File: config.mk
export PLATFORM = sky130hd
export DESIGN_NAME = wb_stage_pipe
export DESIGN_NICKNAME = d
export VERILOG_FILES = /design/src/rtl/wb_pkg.sv /design/src/rtl/wb_stage_pipe_load_align.sv /design/src/rtl/wb_stage_pipe.sv
export SDC_FILE = /design/constraint.sdc
export NUM_CORES = 1
export LEC_CHECK = 0
export BUFFER_PORTS_ARGS = -buffer_cell sky130_fd_sc_hd__clkbuf_2
export CAP_MARGIN = 20
export CORE_AREA = 4 4 91 93
export CTS_CLUSTER_DIAMETER = 120
export DETAILED_ROUTE_END_ITERATION = 6
export DIE_AREA = 0 0 95 97
export PLACE_DENSITY = 0.86
export REMOVE_ABC_BUFFERS = 1
export SLEW_MARGIN = 20
export SYNTH_ARGS = -nofsm -noshare
export SYNTH_HDL_FRONTEND = slang
export SYNTH_HIERARCHICAL = 1
export SYNTH_SLANG_ARGS = --single-unit
File: constraint.sdc
create_clock -name clk -period 5.9 [get_ports clk]
set_clock_uncertainty 0.1 [all_clocks]
set_input_delay 1.18 -clock clk [delete_from_list [all_inputs] [get_ports clk]]
set_output_delay 1.18 -clock clk [all_outputs]
set_load 0.05 [all_outputs]
File: src/rtl/wb_pkg.sv
// ============================================================================
// Module      : wb_pkg
// Description : Shared encodings for the writeback stage (wb_sel, load funct3,
//               FSM state type).
// Revision    : 1.0 - initial release
// ============================================================================
`default_nettype none

package wb_pkg;

  localparam logic [1:0] c_wb_sel_alu  = 2'd0;
  localparam logic [1:0] c_wb_sel_mem  = 2'd1;
  localparam logic [1:0] c_wb_sel_link = 2'd2;
  localparam logic [1:0] c_wb_sel_rsvd = 2'd3;

  localparam logic [2:0] c_f3_lb  = 3'd0;
  localparam logic [2:0] c_f3_lh  = 3'd1;
  localparam logic [2:0] c_f3_lw  = 3'd2;
  localparam logic [2:0] c_f3_lbu = 3'd4;
  localparam logic [2:0] c_f3_lhu = 3'd5;

  typedef enum logic [0:0] {
    ST_IDLE     = 1'b0,
    ST_WAIT_MEM = 1'b1
  } wb_state_t;

endpackage

`default_nettype wire

File: src/rtl/wb_stage_pipe_load_align.sv
// ============================================================================
// Module      : load_align
// Description : Combinational load-data extract and sign/zero extension with
//               misalignment and illegal-funct3 detection.
// Revision    : 1.0 - initial release
// ============================================================================
`default_nettype none

module load_align
  import wb_pkg::*;
#(
  parameter int XLEN = 32
) (
  input  logic [XLEN-1:0] i_raw,
  input  logic [2:0]      i_funct3,
  input  logic [1:0]      i_byte_off,
  output logic [XLEN-1:0] o_data,
  output logic            o_misaligned,
  output logic            o_illegal
);

  logic [7:0]  w_byte;
  logic [15:0] w_half;

  assign w_byte = i_raw[{i_byte_off, 3'b000} +: 8];
  assign w_half = i_raw[{i_byte_off[1], 4'b0000} +: 16];

  always_comb begin
    o_data       = '0;
    o_misaligned = 1'b0;
    o_illegal    = 1'b0;
    case (i_funct3)
      c_f3_lb:  o_data = {{(XLEN-8){w_byte[7]}}, w_byte};
      c_f3_lbu: o_data = {{(XLEN-8){1'b0}}, w_byte};
      c_f3_lh: begin
        o_data       = {{(XLEN-16){w_half[15]}}, w_half};
        o_misaligned = i_byte_off[0];
      end
      c_f3_lhu: begin
        o_data       = {{(XLEN-16){1'b0}}, w_half};
        o_misaligned = i_byte_off[0];
      end
      c_f3_lw: begin
        o_data       = i_raw;
        o_misaligned = |i_byte_off;
      end
      default:  o_illegal = 1'b1;
    endcase
  end

endmodule

`default_nettype wire

File: src/rtl/wb_stage_pipe.sv
// ============================================================================
// Module      : wb_stage_pipe
// Description : Registered, handshaked RV32 writeback stage with late load
//               response, sub-word alignment and fault reporting.
//               Optional WB_STAGE_RETIRE_CNT_EN adds retire_pulse/instret.
// Revision    : 1.0 - initial release
// ============================================================================
`default_nettype none

module wb_stage_pipe
  import wb_pkg::*;
#(
  parameter int XLEN           = 32,
  parameter int PC_WIDTH       = 32,
  parameter int REG_ADDR_WIDTH = 5
) (
  input  logic                      clk,
  input  logic                      rst_n,
  input  logic                      in_valid,
  output logic                      in_ready,
  input  logic [PC_WIDTH-1:0]       in_pc,
  input  logic [XLEN-1:0]           in_alu_data,
  input  logic [REG_ADDR_WIDTH-1:0] in_rd,
  input  logic                      in_reg_write,
  input  logic [1:0]                in_wb_sel,
  input  logic [2:0]                in_funct3,
  input  logic [1:0]                in_byte_off,
  input  logic                      mem_rsp_valid,
  input  logic [XLEN-1:0]           mem_rsp_data,
  input  logic                      mem_rsp_err,
  output logic                      rf_we,
  output logic [REG_ADDR_WIDTH-1:0] rf_waddr,
  output logic [XLEN-1:0]           rf_wdata,
  output logic                      load_pending,
  output logic [REG_ADDR_WIDTH-1:0] load_pending_rd,
  output logic                      load_fault
`ifdef WB_STAGE_RETIRE_CNT_EN
  ,
  output logic                      retire_pulse,
  output logic [63:0]               instret
`endif
);

  wb_state_t                 r_state;
  logic [REG_ADDR_WIDTH-1:0] r_rd;
  logic [2:0]                r_funct3;
  logic [1:0]                r_byte_off;
  logic                      r_reg_write;
  logic                      r_rf_we;
  logic [REG_ADDR_WIDTH-1:0] r_rf_waddr;
  logic [XLEN-1:0]           r_rf_wdata;
  logic                      r_load_fault;

  logic                      w_accept;
  logic                      w_is_load;
  logic [PC_WIDTH-1:0]       w_pc4;
  logic [XLEN-1:0]           w_nonload_data;
  logic [XLEN-1:0]           w_ld_data;
  logic                      w_ld_misaligned;
  logic                      w_ld_illegal;
  logic                      w_ld_fault;
  logic                      w_retire;

  assign in_ready        = (r_state == ST_IDLE);
  assign w_accept        = in_valid && in_ready;
  assign w_is_load       = (in_wb_sel == c_wb_sel_mem);
  assign w_pc4           = in_pc + PC_WIDTH'(4);
  assign load_pending    = (r_state == ST_WAIT_MEM);
  assign load_pending_rd = load_pending ? r_rd : '0;

  // Reserved select falls through to the ALU result.
  always_comb begin
    w_nonload_data = in_alu_data;
    if (in_wb_sel == c_wb_sel_link) begin
      w_nonload_data                 = '0;
      w_nonload_data[PC_WIDTH-1:0]   = w_pc4;
    end
  end

  load_align #(.XLEN(XLEN)) u_load_align (
    .i_raw        (mem_rsp_data),
    .i_funct3     (r_funct3),
    .i_byte_off   (r_byte_off),
    .o_data       (w_ld_data),
    .o_misaligned (w_ld_misaligned),
    .o_illegal    (w_ld_illegal)
  );

  assign w_ld_fault = w_ld_misaligned || w_ld_illegal || mem_rsp_err;

  // An instruction retires when it leaves the stage without a fault,
  // regardless of whether it actually writes the register file.
  assign w_retire = ((r_state == ST_IDLE) && w_accept && !w_is_load) ||
                    ((r_state == ST_WAIT_MEM) && mem_rsp_valid && !w_ld_fault);

  always_ff @(posedge clk or negedge rst_n) begin
    if (!rst_n) begin
      r_state      <= ST_IDLE;
      r_rd         <= '0;
      r_funct3     <= '0;
      r_byte_off   <= '0;
      r_reg_write  <= 1'b0;
      r_rf_we      <= 1'b0;
      r_rf_waddr   <= '0;
      r_rf_wdata   <= '0;
      r_load_fault <= 1'b0;
    end else begin
      r_rf_we      <= 1'b0;
      r_load_fault <= 1'b0;
      case (r_state)
        ST_IDLE: begin
          if (w_accept) begin
            if (w_is_load) begin
              r_state     <= ST_WAIT_MEM;
              r_rd        <= in_rd;
              r_funct3    <= in_funct3;
              r_byte_off  <= in_byte_off;
              r_reg_write <= in_reg_write;
            end else if (in_reg_write && (in_rd != '0)) begin
              r_rf_we    <= 1'b1;
              r_rf_waddr <= in_rd;
              r_rf_wdata <= w_nonload_data;
            end
          end
        end
        ST_WAIT_MEM: begin
          if (mem_rsp_valid) begin
            r_state <= ST_IDLE;
            if (w_ld_fault) begin
              r_load_fault <= 1'b1;
            end else if (r_reg_write && (r_rd != '0)) begin
              r_rf_we    <= 1'b1;
              r_rf_waddr <= r_rd;
              r_rf_wdata <= w_ld_data;
            end
          end
        end
        default: r_state <= ST_IDLE;
      endcase
    end
  end

  assign rf_we      = r_rf_we;
  assign rf_waddr   = r_rf_waddr;
  assign rf_wdata   = r_rf_wdata;
  assign load_fault = r_load_fault;

`ifdef WB_STAGE_RETIRE_CNT_EN
  logic        r_retire_pulse;
  logic [63:0] r_instret;

  always_ff @(posedge clk or negedge rst_n) begin
    if (!rst_n) begin
      r_retire_pulse <= 1'b0;
      r_instret      <= '0;
    end else begin
      r_retire_pulse <= w_retire;
      if (w_retire) r_instret <= r_instret + 64'd1;
    end
  end

  assign retire_pulse = r_retire_pulse;
  assign instret      = r_instret;
`else
  logic w_unused_retire;
  assign w_unused_retire = w_retire;
`endif

endmodule

`default_nettype wire

==> flow_summary.toml, run 1 <==
[critical_path]
path_cells = "nor3b_2, o21ai_0, nand2_1, or3_1, a211oi_4, nor2_8, inv_2, and3_1, a221o_1"
crit_start = "r_funct3[2]"
path_class = "flop to flop"
critPathBufInv = 1
rr_startpoint = "r_funct3[2]"
cp_slowest_cell = "nor3b_2"
cpLargestDelayFamily = "simple AND/OR/NAND/NOR gates"
crit_arrival_ns = 3.71
worst_setup_path_end_kind = "flop"
worstPathMaxFanout = 46
cp.required_ns = 6.01
setup.worst_path.start_class = "flop"
cpPeakStageDelay_ns = 0.68

[power_and_ir_drop]
p_per_area_nw_per_um2 = 317.6
total_power_mw = 1.524
comb_power_share_pct = 50.6
vdd_drop_max_mv = 0.1335
power.leakage_nw = 2.165
seqPwrFrac_pct = 34.9
sw_frac_of_total_pct = 50.20
p_clk_share_pct = 14.5
switching_power_uw = 764.9
p_int_uw = 758.9

[routing]
viasPerCell = 6.254
drt_iter0_drc = 372
ant_nets = 0
drt-total-wl_mm = 13.82
first_pass_iters = 6
post_drt_wl_per_cell_um = 19.57
drc = 0
num_vias = 4415

[synthesis]
yosysTopAreaCell = "dfrtp_1"
synth_top_flop_cell = "dfrtp_1"
yosysSeqAreaShare_pct = 32.59
yosysTopAreaCellShare_pct = 32.59
synth-edff-count = 0
synthCells = 467
async_reset_ff_share_pct = 100.0
synth_warnings = 6
ys_ff_latch = 51
syn-mean-instance-area_um2 = 8.386
ys_types = 61
synth_area_leaders = "dfrtp_1 33%, nand2_1 6.4%, a21oi_1 4.1%"
synth_area_um2 = 3916

[timing]
relSlewSlack_pct = 35.49
fmax_mhz = 277.7
period_share_pct = 61.03
finalHoldViolations = 0
drv_slew = 0
worstMarginPinSlew_ns = 0.9656
rsz0062_at_grt = "no"
period_needed_ns = 3.601
setup-violations-final = 0
setup_tns_ns = 0

[worst_hold_path]
min_from = "rf_waddr[0]"
min_path_type = "flop to flop"

[clock_tree]
clk_path_buf_depth = 2
root_buffer = "clkbuf_8"
cts_resized = 0
clock-sinks = 51
htree_levels = 2
post_cts.repair.setup_buffers = 0
cts_tree = "yes"
clk-insertion-delay-late_ns = 0.32
hold_buffers = 0
path_clk_slew_ns = 0.11
cts_buffers = 5

[finish]
layout-drive-gt1-share_pct = 34.27
syn_to_final_growth_pct = 22.52
final_nets = 718
nFillCells = 706
fin_util_pct = 63.75
diodes = 0

[die]
die_x_um = 95
die_h_um = 97
die_area_um2 = 9215
num_io_pins = 160
core_area_um2 = 7527
start_util_pct = 52.03
rows = 32

[grt]
grt_pass1_vias = 4120
antenna_found_initial = 0
gr-total-overflow = 0
grt_max_degree = 52
grt_use_total_pct = 29.40
grt_pass1_wl_mm = 21.35

[job]
cap_violations = 0

[outcome]
status = "finished clean"

[placed_design]
io_buffers = 159
gp_congestion = 0.9446
dp_hpwl_mm = 10.53
-- layout by cell type, fill, tap and decap left out, types with 3 or more instances in the layout --
master and instances:
a222oi_1 4, and2_1 8, a211o_1 3, o211ai_1 6, a221oi_1 4, o31a_1 5
buf_4 3, o21ai_0 29, nor4_1 8, and3_1 16, nand3_1 17, and4_1 8
xnor2_1 15, mux2i_1 6, nand2_1 67, nand4_1 9, nor2_1 35, dfrtp_1 50
nand2b_1 6, a221o_1 10, a32oi_1 3, a211oi_1 3, inv_1 4, a21oi_1 32
clkbuf_2 159, nor2b_1 5, xor2_1 3, clkbuf_8 5, a31oi_1 10, nor3_1 6
nor3b_1 3, o221ai_1 5, mux2_2 13, a31oi_2 9
-- flip-flops by register name (all words and copies together), names as in the netlist --
signal,flops
load_fault,1
load_pending,1
r_byte_off,2
r_funct3,3
r_rd,5
r_reg_write,1
rf_waddr,5
rf_wdata,32
rf_we,1
-- synth_stat cells, drive strengths merged (2+ instances only) --
cell type / count
nand2b: 6
inv: 5
xor2: 3
a31oi: 19
clkbuf: 18
a221o: 10
a22oi: 2
and2: 8
o211ai: 7
a211oi: 4
a222oi: 4
nand4: 9
or4: 2
mux2i: 6
nor4: 8
and3: 16
a211o: 3
nor3: 6
a32oi: 3
nand2: 68
and4: 8
o31a: 5
a221oi: 4
a21oi: 32
dfrtp: 51
nand3: 17
nor3b: 5
mux2: 13
o221ai: 7
nor2b: 6
buf: 15
o21ai: 29
o31ai: 2
nor2: 36
xnor2: 15
or3: 2
-- cell families (layout without fill, tap and decap cells) --
kind of cell,count (synthesis),in the layout,synth area share (%)
flops,51,51,32.59
buf+inv,38,175,4.696
simple gates,199,199,26.01
xor+xnor,18,18,4.026
fa+ha+maj,1,1,0.3194
mux,19,19,5.272
compound gates,141,141,27.09
-- power groups by stage --
stage	sequential [mW]	combinational, mW	clock (mW)
after global routing	0.542	0.819	0.239
after global placement	0.533	0.751	0
after floorplan	0.766	0.295	0
after CTS	0.529	0.769	0.222
after detailed placement	0.535	0.766	0
final	0.532	0.771	0.221
-- worst register-to-register path, cell delays in order (launching register included) --
cell and delay [ns]:
dfrtp_2 0.65, nor3b_2 0.69, o21ai_0 0.19, nand2_1 0.12, or3_1 0.18, a211oi_4 0.09, nor2_8 0.54, inv_2 0.37
and3_1 0.30, a221o_1 0.26
-- final timing paths --
kind	end	slack (ns)	cells after the start
worst max-delay path	rf_wdata[22]	2.30	9
worst min-delay path	rf_waddr[0]	0.39	2
worst max register to register	rf_wdata[22]	2.30	9
worst min register to register	rf_waddr[0]	0.39	2
max in group asynchronous	r_funct3[2]	4.38	2
min in group asynchronous	load_fault	0.87	2
-- final cells by class --
type                            count  area [µm²]  area share (%)
Clock buffer                        5       68.82           1.434
Timing Repair Buffer              162       818.3           17.05
Inverter                            5       18.77          0.3911
Multi-Input combinational cell    378        2459           51.24
Clock inverter                      3       28.78          0.5997
Tap cell                          102       127.6           2.660
Sequential cell                    51        1277           26.62
-- through the flow --
stage	std cells	hold slack [ns]	area, µm²	setup slack, ns
finish	706	0.3881	4798	2.299
global route	706	0.4289	4798	2.123
CTS	706	0.3974	4797	2.136
detailed placement	698	0.3726	4700	2.110
global placement	698	0.3628	4700	2.193
floorplan	434	0.3816	3751	2.616
-- layer usage --
layer,global-route usage (%),routed length (µm),vias up
met1,39.99,5533,2117
met4,9.212,233,0
li1,-,-,2029
met5,0,0,-
met3,3.810,1142,22
met2,48.10,6907,247
Power figures use the tool's default switching activity.
==> run 2, diff against run 1 <==
Settings changed: CORE_AREA 4 4 91 93 to 4 4 99 101, DIE_AREA 0 0 95 97 to 0 0 103 105, PLACE_DENSITY 0.86 to 0.77.
Clock period 5.9 ns to 3 ns, I/O delays scaled along.
==> flow_summary.toml, run 2 (synthesized netlist as in run 1, its figures left out) <==
[routing]
ant_nets = 0
post_drt_wl_per_cell_um = 18.91
drc = 0
num_vias = 4355
drt_iter0_drc = 340
viasPerCell = 5.966
first_pass_iters = 7
drt-total-wl_mm = 13.80

[critical_path]
cp.required_ns = 3.08
path_class = "flop to flop"
crit_arrival_ns = 2.90
path_cells = "nor3b_2, o21ai_0, nand2_1, or3_1, a211oi_4, nor2_8, buf_4, buf_4, a21oi_1, o22ai_1"
worstPathMaxFanout = 19
cp_slowest_cell = "dfrtp_1"
setup.worst_path.start_class = "flop"
cpMostUsedCell = "buf_4"
worst_setup_path_end_kind = "flop"
cpPeakStageDelay_ns = 0.53

[timing]
setup_tns_ns = 0
setup-violations-final = 0
fin_hold_ws_ns = 0.09509
period_share_pct = 93.78
fmax_mhz = 355.5
rsz0062_at_grt = "no"
period_needed_ns = 2.813
relSlewSlack_pct = 54.89
worstMarginPinSlew_ns = 0.6766
finalHoldViolations = 0
drv_slew = 0

[placed_design]
gp_congestion = 0.8984
dp_hpwl_mm = 11.18
io_buffers = 159
post-place-cells = 722

[finish]
syn_to_final_growth_pct = 26.17
fin_util_pct = 54.77
multi_input_area_um2 = 2459
mostFrequentLayoutCells = "159 x clkbuf_2, 67 x nand2_1, 51 x dfrtp_1"
layout.area.seq_um2 = 1276
layout_commonest_cell = "clkbuf_2"
largest_reg_flops = 32
diodes = 0
layout-drive-gt1-share_pct = 35.70
instances_no_fill = 730
final_nets = 733
nFillCells = 867

[die]
num_io_pins = 160
core_area_um2 = 9021
start_util_pct = 43.41
rows = 35
die_x_um = 103
die_h_um = 105
die_area_um2 = 10820

[clock_tree]
cts_tree = "yes"
post_cts.repair.setup_buffers = 0
clk-insertion-delay-late_ns = 0.30
clock-sinks = 51
clk_path_buf_depth = 2
htree_levels = 2
path_clk_slew_ns = 0.09
hold_buffers = 0
root_buffer = "clkbuf_8"
cts_resized = 0
cts_buffers = 5

[power_and_ir_drop]
p_per_area_nw_per_um2 = 630.2
power.leakage_nw = 2.249
vdd_drop_max_mv = 0.2548

[grt]
top_usage_layer = "met2"
grt_use_total_pct = 24.49
gr-total-overflow = 0
met2_usage_pct = 39.41
use_met3_pct = 3.004
grt_max_degree = 28
grt_pass1_wl_mm = 20.99
antenna_found_initial = 0
grtUsageMet1_pct = 34.95
grt_pass1_vias = 4085

[worst_hold_path]
min_path_type = "input pin to asynchronous set/reset pin"

[outcome]
status = "finished clean"

[job]
cap_violations = 0
[run 2: path summary, 6_finish.rpt]
kind                               startpoint       endpoint  slack [ns]  cells after the start
worst max-delay path              r_funct3[1]   rf_wdata[31]        0.19                     10
worst min-delay path                    rst_n  r_byte_off[0]         0.1                      1
worst max register to register    r_funct3[1]   rf_wdata[31]        0.19                     10
worst min register to register    rf_wdata[8]    rf_wdata[8]        0.40                      2
max in group asynchronous               rst_n   rf_wdata[31]        2.09                      2
min in group clk                mem_rsp_valid   load_pending        0.39                      2
[run 2: per-stage QoR]
step / worst slack [ns] / cell area (µm²) / total power [mW]
after floorplan: 0.04657 / 3751 / 2.087
after global placement: 0.3542 / 4823 / 2.571
after detailed placement: 0.2238 / 4823 / 2.606
after CTS: 0.2077 / 4941 / 3.106
after global routing: 0.01299 / 4941 / 3.263
final: 0.1867 / 4941 / 3.114
[run 2: critical path, delay by kind of cell (launching register included)]
family          cells  cell delay, ns
compound gates      4            0.78
buf+inv             2            0.43
flops               1            0.53
simple gates        4            0.83
[run 2: layer usage]
| metal | share of wire [%] | vias to the layer above |
|---|---|---|
| met5 | 0 | - |
| met4 | 1.9 | 0 |
| met3 | 8.0 | 22 |
| met2 | 48 | 208 |
| met1 | 43 | 2066 |
| li1 | - | 2059 |
[run 2: area by class of cell]
cell class	instances	share of cell area [%]
multi-input cells	378	49.76
flip-flops and latches	51	25.83
repair buffers	177	18.84
well taps	111	2.811
clock buffers	6	1.671
clock inverters	2	0.7090
inverters	5	0.3798
[run 2: power by group]
part	internal, mW	switching (mW)
clock	0.270	0.237
combinational	0.495	1.11
sequential	0.859	0.146
